## config.mk

```make
export PLATFORM = sky130hd
export DESIGN_NAME = adder_rr_arbiter
export DESIGN_NICKNAME = d
export VERILOG_FILES = /design/src/rtl/adder_arb_pkg.sv /design/src/rtl/adder.sv /design/src/rtl/adder_rr_arbiter.sv
export SDC_FILE = /design/constraint.sdc
export NUM_CORES = 1
export LEC_CHECK = 0
export CORE_UTILIZATION = 41
export DETAILED_ROUTE_END_ITERATION = 7
export PLACE_DENSITY = 0.81
export SYNTH_ARGS = -nofsm -noshare
export SYNTH_HDL_FRONTEND = slang
export SYNTH_SLANG_ARGS = --single-unit
export TNS_END_PERCENT = 50
```

## constraint.sdc

```tcl
create_clock -name clk -period 3.92 [get_ports clk]
set_input_delay 0.588 -clock clk [delete_from_list [all_inputs] [get_ports clk]]
set_output_delay 0.588 -clock clk [all_outputs]
set_load 0.02 [all_outputs]
```

## src/rtl/adder_arb_pkg.sv

```systemverilog
// Shared types and the round-robin pick helper for the adder arbiter.
package adder_arb_pkg;

  localparam int MAX_REQ = 16;
  localparam int PICK_W  = 4;

  typedef enum logic {EMPTY, FULL} out_state_t;

  typedef struct packed {
    logic              found;
    logic [PICK_W-1:0] idx;
  } pick_t;

  // Unused upper request bits are zero. A 16-way circular scan from ptr
  // therefore visits live requesters in the same order as a mod-N_REQ scan.
  function automatic pick_t rr_pick(input logic [MAX_REQ-1:0] req,
                                    input logic [PICK_W-1:0]  ptr);
    pick_t             res;
    logic [PICK_W-1:0] pos;
    res = '0;
    for (int k = MAX_REQ - 1; k >= 0; k--) begin
      pos = ptr + PICK_W'(k);
      if (req[pos]) begin
        res.found = 1'b1;
        res.idx   = pos;
      end
    end
    return res;
  endfunction

endpackage

```

## src/rtl/adder.sv

```systemverilog
// Shared adder datapath: WIDTH-bit sum plus carry out.
module adder #(
  parameter int WIDTH = 4
) (
  input  logic [WIDTH-1:0] i_a,
  input  logic [WIDTH-1:0] i_b,
  output logic [WIDTH-1:0] o_sum,
  output logic             o_carry
);

  assign {o_carry, o_sum} = {1'b0, i_a} + {1'b0, i_b};

endmodule

```

## src/rtl/adder_rr_arbiter.sv

```systemverilog
// Round-robin arbiter sharing one adder among N_REQ requesters, with a
// one-entry tagged output register that drains and refills in the same cycle.
module adder_rr_arbiter
  import adder_arb_pkg::*;
#(
  parameter  int WIDTH = 4,
  parameter  int N_REQ = 4,
  localparam int ID_W  = $clog2(N_REQ)
) (
  input  logic                   clk,
  input  logic                   rst_n,
  input  logic [N_REQ-1:0]       req_valid,
  output logic [N_REQ-1:0]       req_ready,
  input  logic [N_REQ*WIDTH-1:0] req_a,
  input  logic [N_REQ*WIDTH-1:0] req_b,
  output logic                   rsp_valid,
  input  logic                   rsp_ready,
  output logic [WIDTH-1:0]       rsp_result,
  output logic                   rsp_carry,
  output logic [ID_W-1:0]        rsp_id
);

  out_state_t        r_state;
  out_state_t        w_state_nxt;
  logic [ID_W-1:0]   r_ptr;
  logic [WIDTH-1:0]  r_result;
  logic              r_carry;
  logic [ID_W-1:0]   r_id;

  logic [MAX_REQ-1:0] w_req_ext;
  logic [PICK_W-1:0]  w_ptr_ext;
  pick_t              w_pick;
  logic [ID_W-1:0]    w_gnt_idx;
  logic [ID_W-1:0]    w_ptr_nxt;
  logic               w_can_accept;
  logic               w_accept;
  logic [WIDTH-1:0]   w_op_a;
  logic [WIDTH-1:0]   w_op_b;
  logic [WIDTH-1:0]   w_sum;
  logic               w_carry;

  always_comb begin
    w_req_ext               = '0;
    w_req_ext[N_REQ-1:0]    = req_valid;
    w_ptr_ext               = '0;
    w_ptr_ext[ID_W-1:0]     = r_ptr;
    w_pick                  = rr_pick(w_req_ext, w_ptr_ext);
    w_gnt_idx               = w_pick.idx[ID_W-1:0];
    w_can_accept            = (r_state == EMPTY) | rsp_ready;
    // Gating with rst_n keeps clients from handing over pairs during reset.
    w_accept                = rst_n & w_can_accept & w_pick.found;
    req_ready               = '0;
    if (w_accept) req_ready[w_gnt_idx] = 1'b1;
    w_op_a                  = req_a[int'(w_gnt_idx) * WIDTH +: WIDTH];
    w_op_b                  = req_b[int'(w_gnt_idx) * WIDTH +: WIDTH];
    w_ptr_nxt               = (w_gnt_idx == ID_W'(N_REQ - 1)) ? '0 : w_gnt_idx + ID_W'(1);
  end

  always_comb begin
    w_state_nxt = r_state;
    case (r_state)
      EMPTY:   if (w_accept) w_state_nxt = FULL;
      FULL:    if (rsp_ready && !w_accept) w_state_nxt = EMPTY;
      default: w_state_nxt = EMPTY;
    endcase
  end

  adder #(.WIDTH(WIDTH)) u_adder (
    .i_a     (w_op_a),
    .i_b     (w_op_b),
    .o_sum   (w_sum),
    .o_carry (w_carry)
  );

  always_ff @(posedge clk) begin
    if (!rst_n) begin
      r_state  <= EMPTY;
      r_ptr    <= '0;
      r_result <= '0;
      r_carry  <= 1'b0;
      r_id     <= '0;
    end else begin
      r_state <= w_state_nxt;
      if (w_accept) begin
        r_ptr    <= w_ptr_nxt;
        r_result <= w_sum;
        r_carry  <= w_carry;
        r_id     <= w_gnt_idx;
      end
    end
  end

  assign rsp_valid  = (r_state == FULL);
  assign rsp_result = r_result;
  assign rsp_carry  = r_carry;
  assign rsp_id     = r_id;

endmodule

```

==> impl_metrics.csv <==
group,metric,value,unit
status,status,"finished, final reports clean",
clock_tree,clkLatencyLatePin,0.23,ns
clock_tree,cts_inserted_buffers,3,
route,drtIter0Drc,58,
worst_setup_path,cp_data_arrival_time,3.16,ns
pwr,p_switching,0.583,mW
sta,fmax,0.267,GHz
sta,setup_viol,0,
yosys,yosys_warnings,0,
die,io_pins,51,
worst_setup_path,worstPathCellList,"clkdlybuf4s50_1, buf_4, nor2_1, a21o_1, or4b_4, nand2_2, inv_1, ha_1, and2_1, clkdlybuf4s50_1",
die,fp.dieW,63.7,µm
yosys,synth_compound_area_share,32.1,%
sta,setup_tns,0,ns
clock_tree,cts_max_path_buffers,2,
die,rows,22,
route,drtAntennaViolNets,0,
sta,period_share,95.5,%
clock_tree,postCtsHoldBufs,0,
clock_tree,postCtsSetupBuffers,0,
worst_setup_path,path_max_fanout,6,
route,dr.pass1.iters,4,
place,dp_hpwl,3.15,mm
min_path,hp-class,"reg2reg",
yosys,seq_area_frac_synth,12.8,%
yosys,synth_cell_types,39,
clock_tree,htree_num_levels,1,
sta,hold_violations,0,
route,num_vias,1633,
pwr,ir_worst_vdd,0.260,mV
grt,grt_pass1_vias,1485,
route,wire_per_inst,13.9,µm
pwr,swShare,44.6,%
worst_setup_path,crit_required,3.33,ns
yosys,syn_avg_cell_area,8.27,µm²
place,portBuffers,50,
yosys,ys_ff_latch,10,
yosys,synth.cell_area,0.00156,mm²
grt,grt_antenna_before_repair,0,
yosys,synthMuxAreaShare,21.6,%
worst_setup_path,cp_num_buf_inv,4,
route,viasPerCell,5.61,
final_layout,final_common_cell,"clkdlybuf4s50_1",
clock_tree,cts_tree,"done",
yosys,synth_top_family_by_area,"compound AO/OA/AOI/OAI gates",
pwr,leakage,0.901,nW
yosys,synth_fa_ha_area_share,9.29,%
pwr,seqPwrFrac,12.2,%
sta,fin_crit,3.74,ns
final_layout,drive_gt1_share,18.1,%
clock_tree,root_buffer,"clkbuf_8",
yosys,synth-simple-area-share,16.4,%
die,core,0.00366,mm²
worst_setup_path,worstSetupStartpointType,"primary input",
final_layout,layout_common_cells,"50 x clkdlybuf4s50_1, 28 x mux2i_1, 27 x nand2_1",
sta,slew_headroom,74.4,%
grt,overflow,0,
place,dpl_worst_slack,0.0991,ns
grt,grt_pass1_wl,6.56,mm
die,die_h,63.7,µm
route,drcViolationCount,0,
yosys,synth_nets,239,
worst_setup_path,max_stage_delay,0.56,ns
final_layout,syn_to_final_growth,42.3,%
sta,hold_slack,0.466,ns
worst_setup_path,path_class,"in2out",
pwr,power_frac_comb,78.2,%
worst_setup_path,crit_family,"buffers and inverters",
yosys,synthXorXnorAreaFrac,1.12,%
clock_tree,clk_pin_slew,0.05,ns
sta,rsz0062_at_grt,"no",
die,dieArea,0.00406,mm²
flow_run,drv_cap,0,
worst_setup_path,cpMostUsedCell,"clkdlybuf4s50_1",
pwr,power.density,588,mW/mm²
sta,fin_skew,0.00143,ns
sta,setup_ws,0.176,ns
final_layout,n_antenna_cell,0,
pwr,internal-power,0.724,mW
sta,worstMarginPinSlew,0.385,ns
route,routed_wl,4.05,mm
pwr,power.share.clock,9.6,%
grt,grt_use_total,19.4,%
grt,grt_max_degree,21,
final_layout,fillers,335,
clock_tree,cts_sinks,10,
worst_setup_path,critPathCaptureType,"primary output",
final_layout,nNetsFinal,294,
pwr,finalPower,1.31,mW
die,start_util,42.7,%
place,place.gp.congestion,0.936,
worst_setup_path,slowest_stage,"clkdlybuf4s50_1",
yosys,syn_inst,189,
sta,slew_violations,0,
==> registers in the layout (all words and copies together), names as in the netlist <==
name and flops:
r_ptr 2, rsp_carry 1, rsp_id 2, rsp_result 4, rsp_valid 1
==> what timing repair did <==
action                                 CTS  global route
setup endpoints to repair                0             5
endpoints found under the hold margin    0             0
gates resized for setup                  0             5
==> area by class of cell <==
| class | count | area (µm²) | share of cell area [%] |
|---|---|---|---|
| sequential | 10 | 201 | 9.06 |
| timing repair buffer | 63 | 611 | 27.5 |
| tap | 48 | 60.1 | 2.70 |
| inverter | 6 | 22.5 | 1.01 |
| clock buffer | 4 | 55.1 | 2.48 |
| multi-input combinational | 160 | 1270 | 57.3 |
==> power by group through the flow <==
stage	clock [mW]	sequential [mW]	combinational (mW)
after floorplan	0	0.190	0.712
after global placement	0	0.160	0.994
after detailed placement	0	0.161	1.01
after CTS	0.129	0.159	1.01
after global routing	0.136	0.163	1.13
final	0.125	0.160	1.02
==> synthesized netlist by cell type, drive strengths merged <==
master | instances | area, µm²
a21oi | 6 | 30.0
nand2b | 3 | 18.8
a32oi | 1 | 16.3
buf | 8 | 62.6
o32ai | 1 | 8.76
fa | 1 | 20.0
nor2 | 7 | 26.3
o21a | 1 | 7.51
clkbuf | 5 | 18.8
a21o | 4 | 30.0
xor2 | 1 | 8.76
and3 | 2 | 12.5
o22ai | 1 | 12.5
ha | 10 | 125
o221a | 1 | 11.3
a211oi | 2 | 27.5
a221oi | 18 | 233
nor2b | 1 | 6.26
nand3 | 7 | 35.0
mux2i | 30 | 300
mux2 | 3 | 37.5
or2 | 1 | 6.26
dfxtp | 10 | 200
xnor2 | 1 | 8.76
a31oi | 2 | 12.5
and2 | 4 | 25.0
o31ai | 1 | 7.51
inv | 6 | 22.5
nor3 | 1 | 5.00
o21ai | 21 | 105
nand2 | 28 | 108
or4b | 1 | 13.8
==> metal layers <==
layer	up-vias	global-route usage [%]	part of all wire, %
li1	817	-	-
met1	760	24.8	46
met2	54	36.0	50
met3	2	2.32	3.8
met4	0	1.14	0.17
met5	-	0	0
==> worst paths after layout <==
check                        to  slack, ns          start  cells after the start
setup / recovery   req_ready[0]       0.18   req_valid[1]                     10
hold / removal    rsp_result[1]       0.47  rsp_result[1]                      2
setup reg to reg  rsp_result[3]       0.38       r_ptr[1]                     15
hold reg to reg   rsp_result[1]       0.47  rsp_result[1]                      2
==> worst reg2reg max path: cells and delay by family (launching register included) <==
kind | cells | cell delay [ns]
AO/OA/AOI/OAI | 6 | 0.92
XOR/XNOR | 1 | 0.16
adder cells (fa/ha/maj) | 2 | 0.72
buffers and inverters | 3 | 0.42
flip-flops | 1 | 0.39
multiplexers | 2 | 0.64
AND/OR/NAND/NOR | 1 | 0.15
==> kinds of logic (layout without fill, tap and decap cells) <==
group           count (synthesis)  after routing
buf+inv                        19             73
compound gates                 59             59
fa+ha+maj                      11             11
xor+xnor                        2              2
simple gates                   55             55
flops                          10             10
mux                            33             33
==> stage by stage <==
stage	cell area [µm²]	instances	util [%]
finish	2220	291	60.7
global placement	2150	287	58.8
CTS	2210	291	60.3
detailed placement	2150	287	58.8
global route	2220	291	60.7
floorplan	1560	189	-
Note: power is estimated with default switching activity, not from simulation.
